File: src/rtl/posit_mul_sched_if.sv
// Handshake bundle for posit_mul_sched: two operand requesters, the multiplier core and the result
// consumer. slave is the scheduler's view, master is the mirrored view seen by its surroundings.
interface posit_mul_sched_if #(
  parameter int unsigned N = 16
) ();
  logic         req0_valid;
  logic         req0_ready;
  logic [N-1:0] req0_a;
  logic [N-1:0] req0_b;
  logic         req1_valid;
  logic         req1_ready;
  logic [N-1:0] req1_a;
  logic [N-1:0] req1_b;
  logic         mul_start;
  logic [N-1:0] mul_a;
  logic [N-1:0] mul_b;
  logic         mul_done;
  logic [N-1:0] mul_p;
  logic         res_valid;
  logic         res_ready;
  logic [N-1:0] res_data;
  logic         res_src;
  logic         busy;
  logic         timeout_err;

  modport slave (
    input  req0_valid, req0_a, req0_b, req1_valid, req1_a, req1_b, mul_done, mul_p, res_ready,
    output req0_ready, req1_ready, mul_start, mul_a, mul_b, res_valid, res_data, res_src, busy,
           timeout_err
  );

  modport master (
    output req0_valid, req0_a, req0_b, req1_valid, req1_a, req1_b, mul_done, mul_p, res_ready,
    input  req0_ready, req1_ready, mul_start, mul_a, mul_b, res_valid, res_data, res_src, busy,
           timeout_err
  );
endinterface

File: src/rtl/posit_mul_sched.sv
// Round-robin scheduler sharing one multi-cycle posit multiplier between two requesters, with a
// hung-core timeout. Define POSIT_SPECIAL_BYPASS_EN to resolve 0/NaR operands without the core.
module posit_mul_sched #(
  parameter int unsigned N           = 16,
  parameter int unsigned MUL_TIMEOUT = 64
) (
  input logic              clk,
  input logic              rst,
  posit_mul_sched_if.slave bus
);
  localparam int unsigned CntW = $clog2(MUL_TIMEOUT);
  localparam logic [N-1:0] NaR = {1'b1, {(N-1){1'b0}}};

  typedef enum logic [1:0] {StIdle, StIssue, StWait, StHold} state_e;

  state_e         state_q, state_d;
  logic           last_grant_q;
  logic [N-1:0]   mul_a_q, mul_b_q, res_data_q;
  logic           res_valid_q, res_src_q, timeout_err_q;
  logic [CntW-1:0] cnt_q;

  logic           grant, accept, timeout_hit;
  logic [N-1:0]   sel_a, sel_b;

  // A tie goes to whoever was not granted last, so continuous contention alternates.
  always_comb begin
    grant = 1'b0;
    if (bus.req0_valid && bus.req1_valid) begin
      grant = ~last_grant_q;
    end else if (bus.req1_valid) begin
      grant = 1'b1;
    end
  end

  assign accept      = (state_q == StIdle) && (bus.req0_valid || bus.req1_valid);
  assign sel_a       = grant ? bus.req1_a : bus.req0_a;
  assign sel_b       = grant ? bus.req1_b : bus.req0_b;
  assign timeout_hit = (cnt_q == CntW'(MUL_TIMEOUT - 1));

`ifdef POSIT_SPECIAL_BYPASS_EN
  logic         any_nar, any_zero, bypass;
  logic [N-1:0] bypass_data;

  assign any_nar     = (sel_a == NaR) || (sel_b == NaR);
  assign any_zero    = (sel_a == '0) || (sel_b == '0);
  assign bypass      = any_nar || any_zero;
  assign bypass_data = any_nar ? NaR : '0;
`endif

  always_comb begin
    state_d = state_q;
    case (state_q)
      StIdle: begin
        if (accept) begin
`ifdef POSIT_SPECIAL_BYPASS_EN
          state_d = bypass ? StHold : StIssue;
`else
          state_d = StIssue;
`endif
        end
      end
      StIssue: state_d = StWait;
      StWait:  if (bus.mul_done || timeout_hit) state_d = StHold;
      StHold:  if (bus.res_ready) state_d = StIdle;
      default: state_d = StIdle;
    endcase
  end

  always_ff @(posedge clk) begin
    if (rst) begin
      state_q       <= StIdle;
      last_grant_q  <= 1'b1;
      mul_a_q       <= '0;
      mul_b_q       <= '0;
      res_data_q    <= '0;
      res_valid_q   <= 1'b0;
      res_src_q     <= 1'b0;
      timeout_err_q <= 1'b0;
      cnt_q         <= '0;
    end else begin
      state_q <= state_d;
      case (state_q)
        StIdle: begin
          if (accept) begin
            mul_a_q      <= sel_a;
            mul_b_q      <= sel_b;
            res_src_q    <= grant;
            last_grant_q <= grant;
`ifdef POSIT_SPECIAL_BYPASS_EN
            if (bypass) begin
              res_data_q  <= bypass_data;
              res_valid_q <= 1'b1;
            end
`endif
          end
        end
        StIssue: cnt_q <= '0;
        StWait: begin
          cnt_q <= cnt_q + CntW'(1);
          // done takes priority over a coincident timeout
          if (bus.mul_done) begin
            res_data_q  <= bus.mul_p;
            res_valid_q <= 1'b1;
          end else if (timeout_hit) begin
            res_data_q    <= NaR;
            res_valid_q   <= 1'b1;
            timeout_err_q <= 1'b1;
          end
        end
        StHold: if (bus.res_ready) res_valid_q <= 1'b0;
        default: ;
      endcase
    end
  end

  assign bus.req0_ready  = accept && !grant;
  assign bus.req1_ready  = accept && grant;
  assign bus.mul_start   = (state_q == StIssue);
  assign bus.mul_a       = mul_a_q;
  assign bus.mul_b       = mul_b_q;
  assign bus.res_valid   = res_valid_q;
  assign bus.res_data    = res_data_q;
  assign bus.res_src     = res_src_q;
  assign bus.busy        = (state_q != StIdle);
  assign bus.timeout_err = timeout_err_q;
endmodule

File: src/flat_wrapper.sv
// flat-port wrapper written by rule: the top's interface ports become plain ports
module posit_mul_sched_flat 
#(
  parameter int unsigned N           = 16,
  parameter int unsigned MUL_TIMEOUT = 64
)
  (clk, rst, bus_req0_valid, bus_req0_a, bus_req0_b, bus_req1_valid, bus_req1_a, bus_req1_b, bus_mul_done, bus_mul_p, bus_res_ready, bus_req0_ready, bus_req1_ready, bus_mul_start, bus_mul_a, bus_mul_b, bus_res_valid, bus_res_data, bus_res_src, bus_busy, bus_timeout_err);
  posit_mul_sched_if #(.N(N)) bus_i ();
  input logic clk;
  input logic rst;
  input wire logic [$bits(bus_i.req0_valid)-1:0] bus_req0_valid;
  input wire logic [$bits(bus_i.req0_a)-1:0] bus_req0_a;
  input wire logic [$bits(bus_i.req0_b)-1:0] bus_req0_b;
  input wire logic [$bits(bus_i.req1_valid)-1:0] bus_req1_valid;
  input wire logic [$bits(bus_i.req1_a)-1:0] bus_req1_a;
  input wire logic [$bits(bus_i.req1_b)-1:0] bus_req1_b;
  input wire logic [$bits(bus_i.mul_done)-1:0] bus_mul_done;
  input wire logic [$bits(bus_i.mul_p)-1:0] bus_mul_p;
  input wire logic [$bits(bus_i.res_ready)-1:0] bus_res_ready;
  output wire logic [$bits(bus_i.req0_ready)-1:0] bus_req0_ready;
  output wire logic [$bits(bus_i.req1_ready)-1:0] bus_req1_ready;
  output wire logic [$bits(bus_i.mul_start)-1:0] bus_mul_start;
  output wire logic [$bits(bus_i.mul_a)-1:0] bus_mul_a;
  output wire logic [$bits(bus_i.mul_b)-1:0] bus_mul_b;
  output wire logic [$bits(bus_i.res_valid)-1:0] bus_res_valid;
  output wire logic [$bits(bus_i.res_data)-1:0] bus_res_data;
  output wire logic [$bits(bus_i.res_src)-1:0] bus_res_src;
  output wire logic [$bits(bus_i.busy)-1:0] bus_busy;
  output wire logic [$bits(bus_i.timeout_err)-1:0] bus_timeout_err;
  assign bus_i.req0_valid = bus_req0_valid;
  assign bus_i.req0_a = bus_req0_a;
  assign bus_i.req0_b = bus_req0_b;
  assign bus_i.req1_valid = bus_req1_valid;
  assign bus_i.req1_a = bus_req1_a;
  assign bus_i.req1_b = bus_req1_b;
  assign bus_i.mul_done = bus_mul_done;
  assign bus_i.mul_p = bus_mul_p;
  assign bus_i.res_ready = bus_res_ready;
  assign bus_req0_ready = bus_i.req0_ready;
  assign bus_req1_ready = bus_i.req1_ready;
  assign bus_mul_start = bus_i.mul_start;
  assign bus_mul_a = bus_i.mul_a;
  assign bus_mul_b = bus_i.mul_b;
  assign bus_res_valid = bus_i.res_valid;
  assign bus_res_data = bus_i.res_data;
  assign bus_res_src = bus_i.res_src;
  assign bus_busy = bus_i.busy;
  assign bus_timeout_err = bus_i.timeout_err;
  posit_mul_sched #(.N(N), .MUL_TIMEOUT(MUL_TIMEOUT)) u_core (.clk(clk), .rst(rst), .bus(bus_i));
endmodule
File: config.mk
export PLATFORM = sky130hd
export DESIGN_NAME = posit_mul_sched_flat
export DESIGN_NICKNAME = d
export VERILOG_FILES = /design/src/rtl/posit_mul_sched_if.sv /design/src/rtl/posit_mul_sched.sv /design/src/flat_wrapper.sv
export SDC_FILE = /design/constraint.sdc
export NUM_CORES = 1
export LEC_CHECK = 0
export BUFFER_PORTS_ARGS = -buffer_cell sky130_fd_sc_hd__buf_2
export CAP_MARGIN = 20
export CELL_PAD_IN_SITES_DETAIL_PLACEMENT = 1
export CELL_PAD_IN_SITES_GLOBAL_PLACEMENT = 1
export CORE_UTILIZATION = 30
export CTS_BUF_LIST = sky130_fd_sc_hd__clkbuf_16
export CTS_CLUSTER_DIAMETER = 60
export DETAILED_ROUTE_END_ITERATION = 8
export GPL_TIMING_DRIVEN = 0
export PLACE_DENSITY_LB_ADDON = 0.1
export SKIP_LAST_GASP = 1
export SLEW_MARGIN = 20
export SYNTH_ARGS = -nofsm -noshare
export SYNTH_HDL_FRONTEND = slang
export SYNTH_SLANG_ARGS = --single-unit
File: constraint.sdc
create_clock -name clk -period 2.1 [get_ports clk]
set_input_delay 0.105 -clock clk [delete_from_list [all_inputs] [get_ports clk]]
set_output_delay 0.105 -clock clk [all_outputs]
set_load 0.005 [all_outputs]
==> impl_metrics.py, run 1 <==
metrics = {
    "routing": {
        "drtIter0Drc": 146,
        "vias": 2376,
        "viasPerCell": 4.940,
        "wl_mm": 7.178,
        "drtAntennaViolNets": 0,
        "wl_per_cell_um": 14.92,
        "drt_first_pass_iters": 5,
        "drcViolationCount": 0,
    },
    "global_route": {
        "grt_remaining_overflow": 0,
        "grt_pass1_wl_mm": 10.81,
        "antenna_found_initial": 0,
        "gr-usage-all-layers": 0.1792,
        "grt_pass1_vias": 2286,
        "grt_max_degree": 11,
    },
    "die": {
        "die_x_um": 89.13,
        "ios": 141,
        "fp.dieH_um": 89.13,
        "coreArea_um2": 7292,
        "row_count": 31,
        "start_util": 0.3123,
        "dieArea_um2": 7943,
    },
    "logic_synthesis": {
        "synth_common_cells": "60 x dfxtp_1, 42 x nor2_1, 32 x a222oi_1",
        "synth_seq_cells": 60,
        "netlist_area_um2": 2277,
        "ys_types": 34,
        "netlist_instances": 216,
        "synth_most_common_cell": "dfxtp_1",
        "synth_top_area_frac": 0.5275,
        "synth-edff-count": 0,
        "synth_top_area_cell": "dfxtp_1",
        "ys_seq_area_frac": 0.5275,
        "postSynthAreaPerCell_um2": 10.54,
        "synth_fp_nets": 308,
        "synth_flop_cell": "dfxtp_1",
        "yosysWarnings": 0,
        "async_reset_ff_frac": 0,
        "ys_top_cells_by_area": "dfxtp_1 53%, a222oi_1 14%, nor2_1 6.9%, a22o_1 5.8%, ha_1 3.3%",
    },
    "critical_path": {
        "critPathMaxFanout": 10,
        "crit_start": "u_core.state_q[0]",
        "reg2regPathDepth": 7,
        "rr_startpoint": "u_core.state_q[0]",
        "crit_path_start_kind": "register",
        "end_kind": "output port",
        "criticalPathCategory": "reg -> out",
        "r2r_end": "u_core.bus.mul_a[12]",
        "crit_required_ns": 2.00,
        "worstPathArrival_ns": 1.85,
        "r2r_slack_ns": 0.35,
        "endpoint": "bus_req1_ready",
    },
    "timing": {
        "hold_violations": 0,
        "fmax_mhz": 510.9,
        "rsz0062_at_grt": "false",
        "clock_skew_ns": 0.006313,
        "worstMarginPinSlew_ns": 0.5558,
        "tns_ns": 0,
        "finalSetupViolations": 0,
        "fin_crit_sh": 0.9320,
        "final.setup.worst_slack_ns": 0.1428,
        "hold_ws_ns": 0.009471,
        "relSlewSlack": 0.6294,
        "drv_slew": 0,
        "fin_crit_ns": 1.957,
    },
    "finish": {
        "drive_above_1_share": 0.4581,
        "area_growth_pct": 54.12,
        "post-route-util": 0.4813,
        "diodes": 0,
        "finalNetCount": 469,
    },
    "place": {
        "dp_slack_ns": 0.3459,
        "finalWeightedCongestion": 0.6885,
        "port_buffers": 140,
        "hpwl_mm": 5.299,
    },
    "clock_tree": {
        "htreeDepth": 3,
        "cts_tree": "yes",
        "path_clk_slew_ns": 0.05,
        "numCtsBuffers": 9,
        "root_buffer": "clkbuf_16",
        "cts-resized-gates": 0,
        "ctsLongestPathBuffers": 2,
        "postCtsSetupRepairBufs": 0,
        "clock_sinks": 60,
        "clock_latency_ns": 0.32,
    },
    "power": {
        "leakage_nw": 1.727,
        "power_density_nw_per_um2": 1215,
        "ir_drop_v": 0.0005207,
    },
    "min_path": {
        "hold_start": "bus_mul_p[4]",
        "holdPathStages": 2,
        "hold_path_class": "in -> reg",
    },
    "job": {
        "maxCapViolCount": 0,
    },
    "outcome": {
        "outcome": "finished, final reports clean",
    },
}
[state kept, by name (all words and copies together), names as in the netlist]
name	flops
u_core.bus.mul_a	16
u_core.bus.mul_b	16
u_core.bus.timeout_err	1
u_core.bus.res_data	16
u_core.state_q	2
u_core.bus.res_valid	1
u_core.bus.res_src	1
u_core.cnt_q	6
u_core.last_grant_q	1
[report_power, final]
group	leakage [nW]	total, W	internal [W]	switching, W
clock network	0.158	0.00151	0.00102	0.000488
logic	1.08	0.00124	0.000581	0.000663
registers	0.490	0.00151	0.00138	0.000128
[through the flow]
step / std cells / area (um^2) / power [W]
5_1_grt: 481 / 3510 / 0.004519
3_5_place_dp: 455 / 3102 / 0.002773
3_3_place_gp: 455 / 3102 / 0.002744
6_report: 481 / 3510 / 0.004263
2_1_floorplan: 216 / 2277 / 0.002249
4_1_cts: 481 / 3510 / 0.004318
[worst max-delay path, cell delays in order, from the launching register on]
cell and delay [ns]:
dfxtp_1 0.34, inv_1 0.11, ha_1 0.24, nand2_1 0.08, a21oi_2 0.36, buf_4 0.27
buf_2 0.13
[cell families (layout without fill, tap and decap cells)]
logic type / Yosys count / in the layout / synth area share
muxes: 1 / 1 / 0.004396
buffers and inverters: 23 / 189 / 0.04890
xor gates and xnor gates: 4 / 4 / 0.01539
adders and majority gates: 6 / 6 / 0.03297
AOI/OAI and AO/OA: 67 / 67 / 0.2654
DFF: 60 / 60 / 0.5275
and+or+nand+nor: 55 / 55 / 0.1055
[how the worst min path moves through the flow]
stage,endpoint,slack [ns]
final,u_core.bus.res_data[4],0.009
after global routing,u_core.bus.res_data[9],0.01
after CTS,u_core.bus.res_data[4],0.001
after detailed placement,u_core.bus.res_data[2],0.33
after global placement,u_core.bus.res_data[2],0.32
after floorplan,u_core.bus.res_valid,0.22
[metal layers]
layer,part of all wire,GRT usage,up-vias
li1,-,-,1160
met1,0.44,0.2134,1122
met2,0.48,0.3123,85
met3,0.061,0.03878,9
met4,0.015,0.07504,0
met5,0,0,-
[timing repair]
item	CTS	global route
hold endpoints to repair	10	0
setup endpoints to repair	0	0
hold buffers	10	0
[final cells by class]
| cell class | instances | area [um^2] |
|---|---|---|
| plain buffers | 16 | 85.08 |
| clock buffers | 9 | 225.2 |
| clock inverters | 7 | 82.58 |
| fillers | 865 | 3782 |
| inverters | 7 | 26.28 |
| multi-input cells | 133 | 964.7 |
| flip-flops and latches | 60 | 1201 |
| well taps | 99 | 123.9 |
| repair buffers | 150 | 800.8 |
[cell usage in the layout (no fill, tap or decap), types with 2 or more instances in the layout]
cell | netlist | layout
a22o_1 | 15 | 15
nand2_1 | 5 | 5
nor2_1 | 42 | 42
a21oi_2 | 3 | 3
a222oi_1 | 32 | 32
dlygate4sd3_1 | 0 | 10
clkinv_2 | 0 | 3
nand4_1 | 2 | 2
o21ai_1 | 2 | 2
xor2_1 | 3 | 3
ha_1 | 6 | 6
a311oi_1 | 2 | 2
a21oi_1 | 5 | 5
clkbuf_16 | 0 | 9
inv_1 | 6 | 7
bufinv_16 | 0 | 2
buf_2 | 11 | 151
clkbuf_1 | 3 | 3
dfxtp_1 | 60 | 60
(Power assumes the default switching activity.)
==> inputs of run 2 (changes only) <==
--- a/config.mk
+++ b/config.mk
@@ -5,11 +5,12 @@
 export SDC_FILE = /design/constraint.sdc
 export NUM_CORES = 1
 export LEC_CHECK = 0
+export ABC_AREA = 1
 export BUFFER_PORTS_ARGS = -buffer_cell sky130_fd_sc_hd__buf_2
 export CAP_MARGIN = 20
 export CELL_PAD_IN_SITES_DETAIL_PLACEMENT = 1
 export CELL_PAD_IN_SITES_GLOBAL_PLACEMENT = 1
-export CORE_UTILIZATION = 30
+export CORE_UTILIZATION = 31
 export CTS_BUF_LIST = sky130_fd_sc_hd__clkbuf_16
 export CTS_CLUSTER_DIAMETER = 60
 export DETAILED_ROUTE_END_ITERATION = 8
==> run 2 against run 1 <==
  * Maximum frequency rose by 9.8%
  * Via count rose by 27%
  * Final area rose by 11%
  * Clock power fell by 19%
  * Total power fell by 0.80%
  * Clock-buffer cell count did not move
  * Worst setup slack improved by 0.17 ns
  * Register-to-register slack improved by 0.07 ns
  * First-iteration DRC count fell by 75%
  * Flip-flop and latch count did not move
  * Utilization fell by 3.5 points
==> impl_metrics.py, run 2 <==
metrics = {
    "logic_synthesis": {
        "synth_top_area_frac": 0.4242,
        "ys_types": 27,
        "postSynthAreaPerCell_um2": 7.026,
        "synth_most_common_cell": "nand2_1",
        "synth_seq_cells": 60,
        "synth_common_cells": "208 x nand2_1, 60 x dfxtp_1, 36 x a21oi_1",
        "ys_top_cells_by_area": "dfxtp_1 42%, nand2_1 28%, a21oi_2 6.5%, a21oi_1 6.4%, ha_1 2.7%",
        "async_reset_ff_frac": 0,
        "synth-edff-count": 0,
        "synth_top_area_cell": "dfxtp_1",
        "ys_seq_area_frac": 0.4242,
        "synth_flop_cell": "dfxtp_1",
        "netlist_instances": 403,
        "synth_fp_nets": 495,
        "yosysWarnings": 0,
        "netlist_area_um2": 2831,
    },
    "die": {
        "die_x_um": 97.57,
        "start_util": 0.3231,
        "dieArea_um2": 9520,
        "coreArea_um2": 8763,
        "ios": 141,
        "fp.dieH_um": 97.57,
        "row_count": 34,
    },
    "job": {
        "maxCapViolCount": 0,
    },
    "clock_tree": {
        "root_buffer": "clkbuf_16",
        "clock_sinks": 60,
        "cts-resized-gates": 0,
        "clock_latency_ns": 0.31,
        "numCtsBuffers": 9,
        "path_clk_slew_ns": 0.05,
        "htreeDepth": 3,
        "cts_tree": "yes",
        "hold_buffers": 0,
        "postCtsSetupRepairBufs": 0,
        "ctsLongestPathBuffers": 2,
    },
    "global_route": {
        "gr-usage-all-layers": 0.1795,
        "grt_max_degree": 11,
        "grt_remaining_overflow": 0,
        "grt_pass1_wl_mm": 13.85,
        "grt_pass1_vias": 2980,
        "antenna_found_initial": 0,
    },
    "outcome": {
        "outcome": "finished, final reports clean",
    },
    "routing": {
        "drtAntennaViolNets": 0,
        "wl_per_cell_um": 12.43,
        "dr.max_layer_used": "met4",
        "drcViolationCount": 0,
        "wl_mm": 8.252,
        "drtIter0Drc": 37,
        "dr_wl_met2_mm": 3.934,
        "routed-wl-met3_um": 567,
        "vias": 3016,
        "wl_met1_mm": 3.681,
        "viasPerCell": 4.542,
        "drt_first_pass_iters": 4,
    },
    "critical_path": {
        "crit_path_start_kind": "register",
        "critPathMaxFanout": 10,
        "end_kind": "output port",
        "worstPathArrival_ns": 1.68,
        "criticalPathCategory": "reg -> out",
        "crit_required_ns": 2.00,
    },
    "power": {
        "ir_drop_v": 0.0004195,
        "power_density_nw_per_um2": 1082,
        "leakage_nw": 1.999,
    },
    "finish": {
        "area_growth_pct": 38.05,
        "diodes": 0,
        "finalNetCount": 645,
        "drive_above_1_share": 0.3543,
        "mostFrequentLayoutCell": "nand2_1",
        "mostFrequentLayoutCells": "208 x nand2_1, 146 x buf_2, 60 x dfxtp_1, 36 x a21oi_1, 21 x a21oi_2",
    },
    "timing": {
        "fin_crit_sh": 0.8488,
        "fmax_mhz": 561.0,
        "fin_crit_ns": 1.782,
        "tns_ns": 0,
        "rsz0062_at_grt": "false",
        "drv_slew": 0,
        "relSlewSlack": 0.5342,
        "worstMarginPinSlew_ns": 0.6987,
        "finalSetupViolations": 0,
        "hold_violations": 0,
        "clock_skew_ns": 0.006892,
        "final.setup.worst_slack_ns": 0.3176,
    },
    "place": {
        "hpwl_mm": 6.476,
        "dp_slack_ns": 0.4366,
        "finalWeightedCongestion": 0.7289,
        "port_buffers": 139,
    },
    "min_path": {
        "hold_path_class": "in -> reg",
    },
}
## run 2: metal layers
layer	global-route usage	up-vias
met1	0.2159	1355
met4	0.06109	0
met2	0.3018	94
met5	0	-
met3	0.05612	5
li1	-	1562
## run 2: per-stage QoR
stage / std cells / area, um^2 / hold WS (ns) / utilization / power, W
floorplan: 403 / 2831 / 0.2524 / - / 0.002456
global placement: 650 / 3662 / 0.3606 / 0.4179 / 0.002994
detailed placement: 650 / 3662 / 0.3671 / 0.4179 / 0.003044
CTS: 664 / 3909 / 0.03350 / 0.4460 / 0.004317
global route: 664 / 3909 / 0.04962 / 0.4460 / 0.004553
finish: 664 / 3909 / 0.04546 / 0.4460 / 0.004229
## run 2: logic make-up after synthesis
| logic type | synth area share |
|---|---|
| buffers and inverters | 0.07423 |
| adders and majority gates | 0.02651 |
| xor gates and xnor gates | 0.003094 |
| AOI/OAI and AO/OA | 0.1467 |
| DFF | 0.4242 |
| and+or+nand+nor | 0.3252 |
## run 2: area by class of cell
cell class	instances	area (um^2)
Buffer	20	136.4
Clock buffer	9	225.2
Clock inverter	5	21.27
Fill cell	1199	4855
Inverter	19	73.82
Multi-Input combinational cell	304	1420
Sequential cell	60	1201
Tap cell	108	135.1
Timing Repair Buffer	139	695.7
## run 2: final timing paths
kind,start,endpoint,slack [ns],cells after the start
worst min-delay path,bus_mul_p[12],u_core.bus.res_data[12],0.05,3
worst max register to register,u_core.state_q[0],u_core.cnt_q[4],0.42,7
worst min register to register,u_core.bus.res_valid,u_core.bus.res_valid,0.45,2
worst max-delay path,u_core.state_q[0],bus_req0_ready,0.32,6
## run 2: critical path, cell delays in order, from the launching register on
cell	delay, ns
dfxtp_1	0.38
inv_1	0.10
ha_1	0.26
o21ai_4	0.14
buf_2	0.28
nor2_1	0.07
buf_2	0.12
## run 2: power by group
part	total (W)	switching, W	internal (W)	leakage, nW
Sequential	0.00149	0.000120	0.00137	0.490
Clock	0.00123	0.000468	0.000766	0.123
Combinational	0.00150	0.000900	0.000601	1.38
Total	0.00423	0.00149	0.00274	2.00
==> inputs of run 3 (changes only) <==
--- a/config.mk
+++ b/config.mk
@@ -10,7 +10,7 @@
 export CAP_MARGIN = 20
 export CELL_PAD_IN_SITES_DETAIL_PLACEMENT = 1
 export CELL_PAD_IN_SITES_GLOBAL_PLACEMENT = 1
-export CORE_UTILIZATION = 31
+export CORE_UTILIZATION = 28
 export CTS_BUF_LIST = sky130_fd_sc_hd__clkbuf_16
 export CTS_CLUSTER_DIAMETER = 60
 export DETAILED_ROUTE_END_ITERATION = 8
==> constraint.sdc (replaced) <==
create_clock -name clk -period 1.5 [get_ports clk]
set_input_delay 0.075 -clock clk [delete_from_list [all_inputs] [get_ports clk]]
set_output_delay 0.075 -clock clk [all_outputs]
set_load 0.005 [all_outputs]
==> run 3 against run 2 <==
  * Register-to-register slack lost 0.33 ns
  * Non-clock buffer count grew 6
  * Critical path depth unchanged
  * Utilization is 2.3 points lower
  * First-iteration DRC count increased by 38%
  * Clock skew up 0.0012 ns
  * Hold slack worse by 0.037 ns
  * Final area is 5.8% higher
  * Highest routed layer unchanged
==> impl_metrics.py, run 3 (synthesis gave the netlist of run 2 again) <==
metrics = {
    "power": {
        "leakage_nw": 2.073,
        "switching_share": 0.3360,
        "pwr-share-seq": 0.324,
        "combPwrFrac": 0.349,
        "power_density_nw_per_um2": 1581,
        "p_clk_frac": 0.327,
        "p_int_w": 0.004339,
        "ir_drop_v": 0.0004852,
        "switchingPower_w": 0.002196,
    },
    "finish": {
        "area_growth_pct": 46.00,
        "mostFrequentLayoutCells": "208 x nand2_1, 145 x buf_2, 58 x dfxtp_1, 36 x a21oi_1, 21 x a21oi_2",
        "finalNetCount": 651,
        "mostFrequentLayoutCell": "nand2_1",
        "diodes": 0,
        "layout.cells.non_filler": 697,
        "drive_above_1_share": 0.3759,
        "stdcell_area_um2": 4134,
    },
    "critical_path": {
        "crit_required_ns": 1.42,
        "worstPathArrival_ns": 1.35,
        "worst_path_max_delay_cell": "dfxtp_2",
        "critPathMaxFanout": 8,
        "cp_cell_sequence": "inv_4, ha_4, o21ai_4, buf_6, nor2_2, buf_2",
        "r2r_slack_ns": 0.09,
        "criticalPathCategory": "reg -> out",
        "reg2regPathDepth": 7,
        "cpPeakStageDelay_ns": 0.38,
        "crit_path_start_kind": "register",
        "end_kind": "output port",
    },
    "place": {
        "place_area_um2": 3694,
        "hpwl_mm": 6.561,
        "port_buffers": 139,
        "placedCellCount": 675,
        "finalWeightedCongestion": 0.7373,
    },
    "min_path": {
        "hold_path_class": "in -> reg",
        "holdPathStages": 3,
    },
    "routing": {
        "drtAntennaViolNets": 0,
        "routed-wl-met3_um": 624,
        "wl_mm": 8.584,
        "viasPerCell": 4.350,
        "dr_wl_met2_mm": 4.129,
        "drcViolationCount": 0,
        "vias": 3032,
        "dr.max_layer_used": "met4",
        "drtIter0Drc": 51,
        "wl_met1_mm": 3.745,
        "drt_first_pass_iters": 4,
        "wl_per_cell_um": 12.32,
    },
    "global_route": {
        "grt_pass1_wl_mm": 13.68,
        "grt_pass1_vias": 2955,
        "grt_remaining_overflow": 0,
        "gr-usage-all-layers": 0.1696,
        "grt_max_degree": 11,
        "antenna_found_initial": 0,
    },
    "die": {
        "ios": 141,
        "row_count": 36,
        "dieArea_um2": 10520,
        "coreArea_um2": 9774,
        "start_util": 0.2897,
        "die_x_um": 102.6,
        "fp.dieH_um": 102.6,
    },
    "timing": {
        "hold_violations": 0,
        "finalSetupViolations": 0,
        "worstMarginPinSlew_ns": 0.7441,
        "hold_ws_ns": 0.008747,
        "clock_skew_ns": 0.008131,
        "drv_slew": 0,
        "rsz0062_at_grt": "true",
        "fin_crit_ns": 1.422,
        "fin_crit_sh": 0.9479,
        "relSlewSlack": 0.5039,
        "fmax_mhz": 703.3,
        "tns_ns": 0,
    },
    "clock_tree": {
        "ctsLongestPathBuffers": 2,
        "clock_sinks": 60,
        "numCtsBuffers": 9,
        "clock_latency_ns": 0.32,
        "htreeDepth": 3,
        "cts_tree": "yes",
        "root_buffer": "clkbuf_16",
        "path_clk_slew_ns": 0.05,
    },
    "outcome": {
        "outcome": "finished, final reports clean",
    },
    "job": {
        "maxCapViolCount": 0,
    },
}
[run 3: cell types whose count changed in the layout (fill, tap and decap cells not counted), sizes merged]
cell,change
buf,+3
inv,+1
clkinv,-1
bufinv,+2
dlygate4sd3,+3
[run 3: per-stage QoR]
step                      setup slack [ns]    util  total power (W)
after floorplan                    0.09686       -         0.003439
after global placement            -0.08316  0.3779         0.004215
after detailed placement           -0.1366  0.3779         0.004267
after CTS                         0.008027  0.4174         0.006591
after global routing              -0.02046  0.4229         0.007023
final                              0.07809  0.4229         0.006535
[run 3: cell type report]
class | count | area, um^2
flip-flops and latches | 60 | 1206
repair buffers | 145 | 748.2
clock inverters | 7 | 82.58
multi-input cells | 304 | 1484
well taps | 133 | 166.4
inverters | 19 | 78.83
fillers | 1294 | 5640
plain buffers | 20 | 142.6
clock buffers | 9 | 225.2
[run 3: power groups by stage]
stage | sequential, W | clock, W | combinational [W]
4_1_cts | 0.00210 | 0.00219 | 0.00230
3_3_place_gp | 0.00211 | 0 | 0.00211
6_report | 0.00212 | 0.00214 | 0.00228
2_1_floorplan | 0.00214 | 0 | 0.00130
3_5_place_dp | 0.00211 | 0 | 0.00215
5_1_grt | 0.00216 | 0.00226 | 0.00260
[run 3: worst paths after layout]
check	startpoint	end
min reg2reg	u_core.bus.timeout_err	u_core.bus.timeout_err
max	u_core.state_q[0]	bus_req0_ready
min	bus_mul_p[13]	u_core.bus.res_data[13]
max reg2reg	u_core.cnt_q[0]	u_core.bus.res_data[8]
[run 3: critical path: cells and delay by family, from the launching register on]
family                   cells  cell delay, ns
adder cells (fa/ha/maj)      1            0.17
buffers and inverters        3            0.33
AND/OR/NAND/NOR              1            0.03
AO/OA/AOI/OAI                1            0.11
flip-flops                   1            0.38
[run 3: timing repair]
action	in CTS	in global routing
hold endpoints to repair	3	0
hold buffers	3	0
pin swaps	0	3
gates resized for setup	11	9
setup endpoints to repair	47	18
buffers inserted	1	2
[run 3: routing by layer]
layer  global-route usage  vias to the layer above
li1                     -                     1565
met1               0.1919                     1370
met2               0.2985                       88
met3              0.06102                        9
met4              0.04945                        0
met5                    0                        -
